<file path="config.mk">
export PLATFORM = sky130hd
export DESIGN_NAME = memtest_sweep_ctrl
export DESIGN_NICKNAME = d
export VERILOG_FILES = /design/src/rtl/memtest_sweep_ctrl.sv
export SDC_FILE = /design/constraint.sdc
export NUM_CORES = 1
export LEC_CHECK = 0
export BUFFER_PORTS_ARGS = -buffer_cell sky130_fd_sc_hd__buf_4
export CELL_PAD_IN_SITES_DETAIL_PLACEMENT = 1
export CELL_PAD_IN_SITES_GLOBAL_PLACEMENT = 2
export CORE_UTILIZATION = 30
export CTS_CLUSTER_SIZE = 10
export DETAILED_ROUTE_END_ITERATION = 12
export GPL_ROUTABILITY_DRIVEN = 0
export PLACE_DENSITY = 0.87
export SYNTH_ARGS = -nofsm -noshare
export SYNTH_HDL_FRONTEND = slang
export SYNTH_SLANG_ARGS = --single-unit
export TNS_END_PERCENT = 10
</file>
<file path="constraint.sdc">
create_clock -name clk -period 2.7 [get_ports clk]
set_input_delay 0.27 -clock clk [delete_from_list [all_inputs] [get_ports clk]]
set_output_delay 0.27 -clock clk [all_outputs]
set_load 0.005 [all_outputs]
</file>
<file path="src/rtl/memtest_sweep_ctrl.sv">
// rtl/memtest_sweep_ctrl.sv - sweeps the SDRAM tester across {sz,chip} configurations
// Ports: clk, rst_n (synchronous, active-low); start/stop pulses, loop and cfg_mask select the sweep;
//        t_passcount/t_failcount report tester progress; t_rst_n/t_sz/t_chip drive the tester;
//        busy/done/cur_idx/result_fail/result_done/wdog_err/sweep_count report sweep status.
// Optional build macro: MEMTEST_SWEEP_STOP_ON_FAIL_EN ends the sweep at the first failed config.
module memtest_sweep_ctrl #(
   parameter logic [31:0] PASSES_PER_CFG = 32'd4,
   parameter int          RST_HOLD       = 16,
   parameter int          WDOG_CYCLES    = 200_000_000
) (
   input  logic        clk,
   input  logic        rst_n,
   input  logic        start,
   input  logic        stop,
   input  logic        loop,
   input  logic [15:0] cfg_mask,
   input  logic [31:0] t_passcount,
   input  logic [31:0] t_failcount,
   output logic        t_rst_n,
   output logic [1:0]  t_sz,
   output logic [1:0]  t_chip,
   output logic        busy,
   output logic        done,
   output logic [3:0]  cur_idx,
   output logic [15:0] result_fail,
   output logic [15:0] result_done,
   output logic        wdog_err,
   output logic [15:0] sweep_count
);

   typedef enum logic [2:0] {S_IDLE, S_SCAN, S_HOLD, S_RUN, S_NEXT} state_t;

   state_t      state, state_nx;
   logic [3:0]  idx_nx;
   logic        busy_nx, done_nx, werr_nx;
   logic [15:0] rfail_nx, rdone_nx, count_nx, count_inc;
   logic [31:0] hold_cnt, hold_cnt_nx;
   logic [31:0] wdog, wdog_nx;
   logic [31:0] pass_prev;
   logic        sweep_end, cfg_pass, cfg_fail;

   // The tester config follows cur_idx; cur_idx only moves in SCAN/NEXT/IDLE where t_rst_n is low.
   assign t_sz   = cur_idx[3:2];
   assign t_chip = cur_idx[1:0];

   assign count_inc = (sweep_count == 16'hFFFF) ? sweep_count : sweep_count + 16'd1;

   always_ff @(posedge clk) begin
      if (!rst_n) begin
         state <= S_IDLE;
      end else begin
         state <= state_nx;
      end
   end

   always_comb begin
      state_nx    = state;
      idx_nx      = cur_idx;
      busy_nx     = busy;
      done_nx     = 1'b0;
      werr_nx     = wdog_err;
      rfail_nx    = result_fail;
      rdone_nx    = result_done;
      count_nx    = sweep_count;
      hold_cnt_nx = hold_cnt;
      wdog_nx     = wdog;
      sweep_end   = 1'b0;
      cfg_pass    = 1'b0;
      cfg_fail    = 1'b0;

      if (stop) begin
         // Abort from anywhere; also suppresses a start arriving in the same IDLE cycle.
         state_nx = S_IDLE;
         busy_nx  = 1'b0;
      end else begin
         case (state)
            S_IDLE: begin
               if (start) begin
                  rfail_nx = '0;
                  rdone_nx = '0;
                  werr_nx  = 1'b0;
                  idx_nx   = 4'd0;
                  busy_nx  = 1'b1;
                  state_nx = S_SCAN;
               end
            end
            S_SCAN: begin
               // Mask is read live, one index per cycle.
               if (cfg_mask[cur_idx]) begin
                  hold_cnt_nx = '0;
                  state_nx    = S_HOLD;
               end else if (cur_idx != 4'hF) begin
                  idx_nx = cur_idx + 4'd1;
               end else begin
                  sweep_end = 1'b1;
               end
            end
            S_HOLD: begin
               if (hold_cnt == 32'(RST_HOLD - 1)) begin
                  wdog_nx  = '0;
                  state_nx = S_RUN;
               end else begin
                  hold_cnt_nx = hold_cnt + 32'd1;
               end
            end
            S_RUN: begin
               // Any passcount movement counts as progress and restarts the watchdog.
               wdog_nx = (t_passcount != pass_prev) ? 32'd0 : wdog + 32'd1;
               if (t_failcount != 32'd0) begin
                  cfg_fail = 1'b1;
               end else if (t_passcount >= PASSES_PER_CFG) begin
                  cfg_pass = 1'b1;
               end else if (wdog == 32'(WDOG_CYCLES - 1)) begin
                  cfg_fail = 1'b1;
                  werr_nx  = 1'b1;
               end
               if (cfg_fail || cfg_pass) begin
                  rdone_nx[cur_idx] = 1'b1;
                  rfail_nx[cur_idx] = cfg_fail;
                  state_nx          = S_NEXT;
`ifdef MEMTEST_SWEEP_STOP_ON_FAIL_EN
                  if (cfg_fail) begin
                     // Park on the failing config with the tester held in reset; loop is ignored.
                     done_nx  = 1'b1;
                     busy_nx  = 1'b0;
                     count_nx = count_inc;
                     state_nx = S_IDLE;
                  end
`endif
               end
            end
            S_NEXT: begin
               if (cur_idx != 4'hF) begin
                  idx_nx   = cur_idx + 4'd1;
                  state_nx = S_SCAN;
               end else begin
                  sweep_end = 1'b1;
               end
            end
            default: state_nx = S_IDLE;
         endcase

         if (sweep_end) begin
            count_nx = count_inc;
            done_nx  = 1'b1;
            if (loop) begin
               idx_nx   = 4'd0;
               rfail_nx = '0;
               rdone_nx = '0;
               state_nx = S_SCAN;
            end else begin
               busy_nx  = 1'b0;
               state_nx = S_IDLE;
            end
         end
      end
   end

   always_ff @(posedge clk) begin
      if (!rst_n) begin
         t_rst_n     <= 1'b0;
         cur_idx     <= '0;
         busy        <= 1'b0;
         done        <= 1'b0;
         result_fail <= '0;
         result_done <= '0;
         wdog_err    <= 1'b0;
         sweep_count <= '0;
         hold_cnt    <= '0;
         wdog        <= '0;
         pass_prev   <= '0;
      end else begin
         // Registered decode: the tester is released exactly while the FSM sits in RUN.
         t_rst_n     <= (state_nx == S_RUN);
         cur_idx     <= idx_nx;
         busy        <= busy_nx;
         done        <= done_nx;
         result_fail <= rfail_nx;
         result_done <= rdone_nx;
         wdog_err    <= werr_nx;
         sweep_count <= count_nx;
         hold_cnt    <= hold_cnt_nx;
         wdog        <= wdog_nx;
         pass_prev   <= t_passcount;
      end
   end

endmodule
</file>
==> results of run 1 <==
## cells by family (layout without fill, tap and decap cells)
family / count (synthesis) / in the layout / synth area share
buf+inv: 61 / 252 / 0.0349
fa+ha+maj: 7 / 7 / 0.0115
simple gates: 421 / 421 / 0.298
mux: 11 / 11 / 0.0177
flops: 155 / 155 / 0.407
xor+xnor: 66 / 66 / 0.0757
compound gates: 186 / 186 / 0.156
## state kept, by name, summed over array words and instances (netlist names)
signal,flops
done,1
sweep_count,16
pass_prev,32
result_done,16
hold_cnt,32
state,3
result_fail,16
t_rst_n,1
wdog_err,1
busy,1
wdog,32
cur_idx,4
## Yosys cell counts, drive strengths merged, types with 6 or more instances
cell type and instances:
dfxtp 155, nand2 98, o21ai 69, nor2 53, and2 50, xor2 42, nor4 41, a21oi 40
nand4 39, clkbuf 32, nand3 31, xnor2 24, or3 23, nor3 20, and3 17, inv 17
nor2b 14, buf 12, o211ai 12, a21o 10, or4 10, mux2i 9, a21boi 8, ha 7
o31ai 7, o22ai 6
## layer usage
metal,up-vias,GRT usage,part of all wire
met3,27,0.0344,0.031
met1,3584,0.226,0.46
met2,128,0.307,0.49
met5,-,0,0
met4,0,0.0566,0.019
li1,3641,-,-
## through the flow
step | total power [µW] | hold slack [ns] | TNS, ns | cells
after global routing | 5300 | 0.0309 | -0.0803 | 1428
after CTS | 5160 | 0.0367 | 0 | 1428
after detailed placement | 2710 | 0.443 | -0.121 | 1396
final | 5110 | 0.0490 | 0 | 1428
after global placement | 2700 | 0.443 | 0 | 1396
after floorplan | 2520 | 0.392 | 0 | 907
## cell type report
class / instances / area [µm²] / area share
timing repair buffer: 203 / 1560 / 0.155
tap: 330 / 413 / 0.0410
sequential: 155 / 3110 / 0.309
clock inverter: 15 / 190 / 0.0189
clock buffer: 17 / 425 / 0.0422
inverter: 17 / 63.8 / 0.00633
multi-input combinational: 691 / 4310 / 0.428
## placed cells by master, fill, tap and decap left out, types with 7 or more instances in the layout
master and instances:
o211ai_1 12, or3_1 23, xor2_1 42, o21ai_0 63, ha_1 7, nor3_1 20, inv_1 17, nand3_1 31
a21boi_0 7, xnor2_1 24, clkbuf_16 17, and3_1 17, nor2b_1 13, a21oi_1 40, and2_1 50, nand2_1 97
nor2_1 53, a21o_1 10, nand4_1 39, buf_4 198, or4_1 7, dfxtp_1 152, mux2i_1 9, nor4_1 38
## worst max-delay path, stage by stage (launching register included)
cell and delay, ns:
dfxtp_4 0.38, mux4_2 0.34, mux2i_1 0.09, nor2b_4 0.14
or4_4 0.45, a2111o_1 0.55, buf_6 0.18, or3_1 0.31
a21oi_1 0.14
## where the power goes
| group | internal, µW | leakage (µW) | total (µW) | switching [µW] |
|---|---|---|---|---|
| clock | 1270 | 0.000296 | 2460 | 1190 |
| sequential | 2310 | 0.00126 | 2330 | 15.3 |
| combinational | 161 | 0.00232 | 322 | 161 |
| total | 3740 | 0.00387 | 5110 | 1370 |
## repair_timing
item,in CTS,in global routing
pin swaps,0,5
setup buffers,0,0
resized for setup,4,11
endpoints found under the setup margin,16,42
hold endpoints to repair,0,0
## worst max path at each step
stage,startpoint,end,slack (ns)
finish,cur_idx[1],hold_cnt[21],0.05
global route,cur_idx[1],hold_cnt[7],-0.03
CTS,hold_cnt[0],hold_cnt[21],0.03
detailed placement,hold_cnt[20],wdog[16],-0.03
global placement,hold_cnt[20],wdog[16],0.01
floorplan,cur_idx[1],hold_cnt[15],0.10
==> qor.csv, run 1 <==
stage,metric,value,unit
setup_path,reg2reg_from,cur_idx[1],
sta,finalMaxSlewViolations,0,
detailed_routing,drt-pass1-iter-count,4,
synthesis,synth_edf_count,0,
global_route,grt_pass1_wl,38000,µm
place,placed_area,0.00940,mm²
worst_hold_path,min_delay_worst_endpoint,pass_prev[1],
synthesis,ys_seq_area_frac,0.407,
synthesis,syn_nets,999,
setup_path,r2r.worst_path.cells,8,
synthesis,netlist_area,0.00763,mm²
sta,rsz0062_at_grt,yes,
clock_network,ctsLongestPathBuffers,2,
synthesis,synth_top_cell_by_area,dfxtp_1,
synthesis,yosys_warnings,0,
synthesis,ys.flop_type,dfxtp_1,
floorplan,chipWidth,161,µm
synthesis,syn_inst,907,
clock_network,clk_pin_slew,0.07,ns
status,status,"finished, final reports clean",
clock_network,htreeDepth,4,
detailed_routing,num_vias,7380,
setup_path,worstSetupEndpointType,flop,
finish,drive_above_1_share,0.241,
setup_path,r2r_end,hold_cnt[21],
clock_network,cts-root-buf,clkbuf_16,
setup_path,critPathLaunchType,flop,
worst_hold_path,holdPathStages,2,
setup_path,path_class,flop to flop,
sta,maxSlewHeadroom,0.588,
sta,clock_skew,0.0200,ns
synthesis,ys_top_cells_by_area,"dfxtp_1 41%, nand2_1 4.8%, xor2_1 4.8%",
worst_hold_path,min_from,t_passcount[1],
global_route,grt_pass1_vias,7491,
finish,fill_cells,2972,
detailed_routing,wl_per_cell,16.2,µm
floorplan,dieArea,0.0261,mm²
synthesis,async_flop_share,0,
detailed_routing,routed_wl,23200,µm
setup_path,cp_data_required_time,3.06,ns
clock_network,hold_buffers,0,
clock_network,insertion_delay,0.44,ns
place,io_buffers,144,
synthesis,ys_ff_latch,155,
synthesis,synthDistinctLibCells,65,
place,dp_hpwl,17200,µm
synthesis,avgSynthCellArea,8.41,µm²
sta,fmax,377,MHz
sta,fin_ws,0.0508,ns
power_and_ir_drop,powerDensity,507,mW/mm²
finish,final_core_util,0.402,
place,pre_cts_ws,-0.0283,ns
run,cap_viol_max_count,0,
clock_network,cts_buffers,17,
global_route,antenna_found_initial,0,
floorplan,core,0.0250,mm²
sta,period_needed,2.65,ns
global_route,grt_usage,0.179,
power_and_ir_drop,ir_drop,0.321,mV
clock_network,cts_tree,done,
detailed_routing,drt_drc_violations_left,0,
global_route,grt_max_degree,50,
finish,final_nets,1177,
finish,diodes,0,
floorplan,die_h,161,µm
synthesis,synth_top_cell_area_share,0.407,
floorplan,ios,145,
setup_path,critical_path.max_fanout,8,
detailed_routing,ant_nets,0,
sta,worst_pin_slew,0.613,ns
power_and_ir_drop,leakage,0.00387,µW
sta,setup_viol,0,
setup_path,crit_arrival,3.01,ns
floorplan,fp-row-count,58,
sta,period_share,0.981,
detailed_routing,drt-initial-drc-count,425,
clock_network,clock_sinks,155,
setup_path,r2r_slack,0.05,ns
global_route,grt_overflow,0,
finish,area_growth,32.0,%
worst_hold_path,hold_class,input pin to flop,
sta,hold_viol,0,
floorplan,initial_core_util,0.305,
detailed_routing,vias_per_cell,5.17,
finish,finalInstanceArea,0.0101,mm²
Power figures use the tool's default switching activity.
==> run 2, diff against run 1 <==
--- a/config.mk
+++ b/config.mk
@@ -5,7 +5,7 @@
 export SDC_FILE = /design/constraint.sdc
 export NUM_CORES = 1
 export LEC_CHECK = 0
-export BUFFER_PORTS_ARGS = -buffer_cell sky130_fd_sc_hd__buf_4
+export BUFFER_PORTS_ARGS = -buffer_cell sky130_fd_sc_hd__buf_2
 export CELL_PAD_IN_SITES_DETAIL_PLACEMENT = 1
 export CELL_PAD_IN_SITES_GLOBAL_PLACEMENT = 2
 export CORE_UTILIZATION = 30
==> run 2 against run 1 <==
Against the previous run:
- register-to-register slack is essentially flat
- largest power group unchanged
- combinational power shrank 11%
- clock skew decreased by 0.0061 ns
- global-route usage down 0.21 points
- core utilization fell by 1.4 points
- critical endpoint is now hold_cnt[19]
- cell count unchanged
- clock power about the same
- via count about the same
- sequential power about the same
- critical path depth shrank 1
- clock-buffer cell count stayed put
- highest routed layer unchanged
- routed wire length shrank 0.95%
==> qor.csv, run 2 (same netlist as run 1, synthesis figures left out) <==
stage,metric,value,unit,change
status,status,"finished, final reports clean",,
setup_path,critical_path.max_fanout,7,,-1
power_and_ir_drop,leakage,0.00380,µW,-1.8%
global_route,gr-usage-met3,0.0329,,-0.00154
worst_hold_path,hold_class,input pin to flop,,
setup_path,r2r_end,hold_cnt[19],,
global_route,grt_usage,0.177,,-0.00212
finish,reg_top3,"hold_cnt: 32 flops, pass_prev: 32 flops, wdog: 32 flops",,
setup_path,critPathLaunchType,flop,,
global_route,busiest_layer,met2,,
finish,ff_latch_area,0.00311,mm²,unchanged
global_route,use_met1,0.218,,-0.00803
global_route,grt_pass1_vias,7485,,-0.080%
finish,drive_above_1_share,0.243,,+0.00182
sta,clock_skew,0.0139,ns,-0.00614 ns
clock_network,clock_sinks,155,,unchanged
power_and_ir_drop,powerDensity,521,mW/mm²,+2.8%
detailed_routing,drt-pass1-iter-count,4,,unchanged
power_and_ir_drop,ir_drop,0.333,mV,+3.5%
detailed_routing,ant_nets,0,,unchanged
setup_path,r2r.worst_path.cells,7,,-1
sta,setup_viol,0,,unchanged
finish,mostFrequentLayoutCells,"152 x dfxtp_1, 144 x buf_2, 97 x nand2_1",,
worst_hold_path,min_from,t_passcount[1],,
clock_network,insertion_delay,0.44,ns,about the same
sta,rsz0062_at_grt,yes,,
sta,period_share,0.982,,about the same
clock_network,cts_buffers,17,,unchanged
detailed_routing,num_vias,7376,,-0.054%
floorplan,chipWidth,161,µm,unchanged
sta,finalMaxSlewViolations,0,,unchanged
floorplan,core,0.0250,mm²,unchanged
finish,final_core_util,0.389,,-0.0139
finish,fill_cells,3028,,+1.9%
finish,final_nets,1177,,unchanged
run,cap_viol_max_count,0,,unchanged
global_route,grt_max_degree,45,,-10%
clock_network,clk_pin_slew,0.07,ns,about the same
worst_hold_path,holdPathStages,2,,unchanged
sta,fmax,377,MHz,about the same
detailed_routing,wl_per_cell,16.1,µm,-0.95%
clock_network,ctsLongestPathBuffers,2,,unchanged
clock_network,cts_tree,done,,
clock_network,cts-root-buf,clkbuf_16,,
floorplan,fp-row-count,58,,unchanged
finish,area_growth,27.5,%,
sta,fin_hold_ws,0.0588,ns,+0.00979 ns
global_route,grt_pass1_wl,37600,µm,-0.87%
clock_network,htreeDepth,4,,unchanged
detailed_routing,vias_per_cell,5.17,,about the same
finish,diodes,0,,unchanged
global_route,met2_usage,0.312,,+0.00549
floorplan,initial_core_util,0.305,,unchanged
finish,final_common_cell,dfxtp_1,,
global_route,antenna_found_initial,0,,unchanged
worst_hold_path,min_delay_worst_endpoint,pass_prev[1],,
floorplan,dieArea,0.0261,mm²,unchanged
floorplan,ios,145,,unchanged
sta,worst_pin_slew,0.565,ns,-0.0478 ns
floorplan,die_h,161,µm,unchanged
setup_path,reg2reg_from,cur_idx[1],,
place,dp_hpwl,17100,µm,-0.57%
sta,period_needed,2.65,ns,+0.00249 ns
place,io_buffers,144,,unchanged
clock_network,postCtsSetupRepairBufs,0,,unchanged
place,dp.cells,1396,,unchanged
sta,hold_viol,0,,unchanged
detailed_routing,drt-initial-drc-count,292,,-31%
detailed_routing,routed_wl,22900,µm,-0.95%
setup_path,cp_data_required_time,3.06,ns,about the same
setup_path,path_class,flop to flop,,
finish,final_cells,1428,,unchanged
setup_path,worstSetupEndpointType,flop,,
setup_path,r2r_slack,0.05,ns,about the same
setup_path,crit_arrival,3.01,ns,about the same
sta,maxSlewHeadroom,0.622,,+0.0343
finish,multi_input_area,0.00432,mm²,+0.23%
detailed_routing,drt_drc_violations_left,0,,unchanged
global_route,grt_overflow,0,,unchanged
-- run 2: per-stage QoR --
step | TNS [ns] | total power [µW] | instance area (µm²) | setup WS (ns)
detailed placement | -0.681 | 2670 | 9040 | -0.0682
finish | 0 | 5070 | 9730 | 0.0483
global placement | 0 | 2660 | 9040 | 0.0663
CTS | 0 | 5140 | 9670 | 0.00919
floorplan | 0 | 2520 | 7630 | 0.101
global route | -0.111 | 5260 | 9730 | -0.0217
-- run 2: how the worst max path moves through the flow --
stage | from | endpoint | slack (ns) | cells past startpoint
finish | cur_idx[1] | hold_cnt[19] | 0.05 | 7
floorplan | cur_idx[1] | hold_cnt[15] | 0.10 | 9
CTS | cur_idx[0] | hold_cnt[26] | 0.009 | 8
global route | wdog[18] | result_fail[5] | -0.02 | 8
global placement | cur_idx[1] | hold_cnt[26] | 0.07 | 8
detailed placement | cur_idx[1] | hold_cnt[25] | -0.07 | 8
-- run 2: layer usage --
layer	part of all wire	vias up	routed length, µm
li1	-	3639	-
met1	0.46	3615	10600
met2	0.49	100	11300
met3	0.029	22	671
met4	0.014	0	324
met5	0	-	0
-- run 2: where the power goes --
part	switching [µW]	internal, µW
Clock	1190	1260
Combinational	162	126
Sequential	14.4	2310
-- run 2: critical path, cell delays in order (launching register included) --
cell and delay [ns]:
dfxtp_4 0.39, mux4_2 0.35, mux2i_2 0.09, nor2b_4 0.14
or4_4 0.46, a2111o_1 0.54, or4_1 0.46, a21oi_2 0.16
-- run 2: repair_timing --
item,CTS,global route
endpoints found under the setup margin,21,34
pin swaps,0,9
hold buffers,0,0
resized for setup,2,15
-- run 2: final cells by class --
| type | count | area share |
|---|---|---|
| sequential | 155 | 0.320 |
| clock inverter | 15 | 0.0201 |
| inverter | 17 | 0.00656 |
| tap | 330 | 0.0424 |
| multi-input combinational | 691 | 0.445 |
| clock buffer | 17 | 0.0437 |
| timing repair buffer | 203 | 0.123 |
==> run 3, diff against run 2 <==
--- a/config.mk
+++ b/config.mk
@@ -13,6 +13,7 @@
 export DETAILED_ROUTE_END_ITERATION = 12
 export GPL_ROUTABILITY_DRIVEN = 0
 export PLACE_DENSITY = 0.87
+export REMOVE_ABC_BUFFERS = 1
 export SYNTH_ARGS = -nofsm -noshare
 export SYNTH_HDL_FRONTEND = slang
 export SYNTH_SLANG_ARGS = --single-unit
==> run 3 against run 2 <==
Against the previous run:
- routed wire length grew 0.32%
- highest routed layer unchanged
- register-to-register slack lost 0.07 ns
- hold slack gained 0.0043 ns
- critical endpoint is now hold_cnt[15]
- the flow now finishes with violations (negative setup slack)
- critical path type unchanged
- largest cell class unchanged
- cell area shrank 1.1%
- clock-buffer cell count grew 4
- largest power group unchanged
==> qor.csv, run 3 (same netlist as run 1, synthesis figures left out) <==
stage,metric,value,unit,change
finish,ff_latch_area,0.00310,mm²,-0.20%
floorplan,initial_core_util,0.305,,unchanged
sta,maxSlewHeadroom,0.602,,-0.0198
power_and_ir_drop,ir_drop,0.373,mV,+12%
setup_path,critPathLaunchType,flop,,
clock_network,cts_tree,done,,
power_and_ir_drop,powerDensity,517,mW/mm²,-0.78%
clock_network,clock_sinks,155,,unchanged
place,placed_area,0.00900,mm²,-0.47%
place,dp_hpwl,17400,µm,+2.0%
clock_network,postCtsSetupRepairBufs,0,,unchanged
sta,period_share,1.01,,+0.0261
sta,hold_viol,0,,unchanged
detailed_routing,num_vias,7325,,-0.69%
clock_network,clk_pin_slew,0.07,ns,about the same
finish,diodes,0,,unchanged
floorplan,core,0.0250,mm²,unchanged
detailed_routing,drt_drc_violations_left,0,,unchanged
sta,finalMaxSlewViolations,0,,unchanged
finish,multi_input_area,0.00431,mm²,-0.23%
sta,worst_pin_slew,0.595,ns,+0.0296 ns
setup_path,reg2reg_from,cur_idx[2],,
place,io_buffers,144,,unchanged
finish,drive_above_1_share,0.239,,-0.00460
clock_network,hold_buffers,0,,unchanged
finish,reg_top3,"hold_cnt: 32 flops, pass_prev: 32 flops, wdog: 32 flops",,
finish,final_nets,1173,,-0.34%
sta,fin_ws,-0.0220,ns,-0.0703 ns
worst_hold_path,hold_class,input pin to flop,,
power_and_ir_drop,leakage,0.00374,µW,-1.6%
setup_path,cp-startpoint,cur_idx[2],,
sta,finalSetupTns,-0.0220,ns,-0.0220 ns
sta,setup_viol,1,,+1
sta,clock_skew,0.0102,ns,-0.00369 ns
finish,fill_cells,3018,,-0.33%
setup_path,path_class,flop to flop,,
finish,final_core_util,0.384,,-0.00410
global_route,grt_overflow,0,,unchanged
floorplan,die_h,161,µm,unchanged
setup_path,worstSetupEndpointType,flop,,
floorplan,dieArea,0.0261,mm²,unchanged
clock_network,insertion_delay,0.43,ns,about the same
detailed_routing,drt-pass1-iter-count,5,,+1
run,cap_viol_max_count,0,,unchanged
clock_network,cts_buffers,17,,unchanged
finish,area_growth,26.1,%,
global_route,grt_pass1_vias,7370,,-1.5%
detailed_routing,drt-initial-drc-count,352,,+21%
setup_path,crit_arrival,3.08,ns,+0.07 ns
power_and_ir_drop,total_power,4980,µW,-1.8%
clock_network,cts-root-buf,clkbuf_16,,
floorplan,ios,145,,unchanged
detailed_routing,ant_nets,0,,unchanged
sta,period_needed,2.72,ns,+0.0703 ns
worst_hold_path,min_from,t_passcount[0],,
clock_network,ctsLongestPathBuffers,2,,unchanged
global_route,grt_usage,0.179,,+0.00212
detailed_routing,routed_wl,23000,µm,+0.32%
clock_network,htreeDepth,4,,unchanged
detailed_routing,vias_per_cell,5.14,,-0.41%
sta,rsz0062_at_grt,yes,,
global_route,antenna_found_initial,0,,unchanged
status,violations,negative setup slack,,
floorplan,fp-row-count,58,,unchanged
global_route,grt_max_degree,66,,+47%
detailed_routing,wl_per_cell,16.2,µm,+0.60%
setup_path,cp_data_required_time,3.05,ns,about the same
finish,final_common_cell,dfxtp_1,,
global_route,grt_pass1_wl,37700,µm,+0.31%
sta,fmax,367,MHz,-2.6%
floorplan,chipWidth,161,µm,unchanged
status,status,"finished, violations left",,
finish,mostFrequentLayoutCells,"155 x dfxtp_1, 144 x buf_2, 97 x nand2_1",,
setup_path,critical_path.max_fanout,8,,+1
finish,finalInstanceArea,0.00962,mm²,-1.1%
run 3: cell count changes in the layout (fill, tap and decap cells not counted), moves of 2 or more:
cell / change
clkbuf_8: +3
dfxtp_2: -2
buf_4: -3
clkinv_2: +2
clkinvlp_4: +2
dfxtp_1: +3
inv_6: +3
clkinv_8: -7
inv_8: -5
run 3: metrics by stage:
step                      setup WS, ns  cells  hold WS [ns]
after detailed placement       -0.0435   1392         0.447
after floorplan                 -0.661    863         0.388
after global routing            -0.133   1424        0.0745
after global placement          0.0848   1392         0.436
final                          -0.0220   1424        0.0631
after CTS                       0.0119   1424        0.0506
run 3: final cells by class:
type,instances,share of cell area
Inverter,17,0.00663
Tap cell,330,0.0429
Multi-Input combinational cell,691,0.448
Clock buffer,21,0.0489
Sequential cell,155,0.322
Clock inverter,11,0.0111
Timing Repair Buffer,199,0.120
run 3: worst paths after layout:
| path | end | slack [ns] | depth (start not counted) |
|---|---|---|---|
| setup / recovery | hold_cnt[15] | -0.02 | 7 |
| hold / removal | pass_prev[0] | 0.06 | 2 |
| setup reg to reg | hold_cnt[15] | -0.02 | 7 |
| hold reg to reg | result_done[14] | 0.46 | 2 |
run 3: power breakdown:
part | total, µW | switching [µW] | internal (µW)
clock | 2360 | 1010 | 1350
combinational | 283 | 161 | 122
sequential | 2330 | 14.3 | 2320
run 3: metal layers:
metal  GRT usage  share of wire  up-vias
met5           0              0        -
met1       0.226           0.47     3544
li1            -              -     3625
met3      0.0339          0.031       38
met2       0.305           0.48      118
met4      0.0626          0.022        0
run 3: critical path: stages, from the launching register on:
cell and delay (ns):
dfxtp_1 0.53, mux4_2 0.28, mux2i_2 0.09, nor2b_4 0.14
or4_4 0.45, a2111o_1 0.52, or4_1 0.46, a21oi_1 0.18
run 3: repair_timing:
action | CTS | global route
gates resized for setup | 2 | 10
gates cloned | 0 | 0
pin swaps | 0 | 6
setup endpoints to repair | 8 | 31
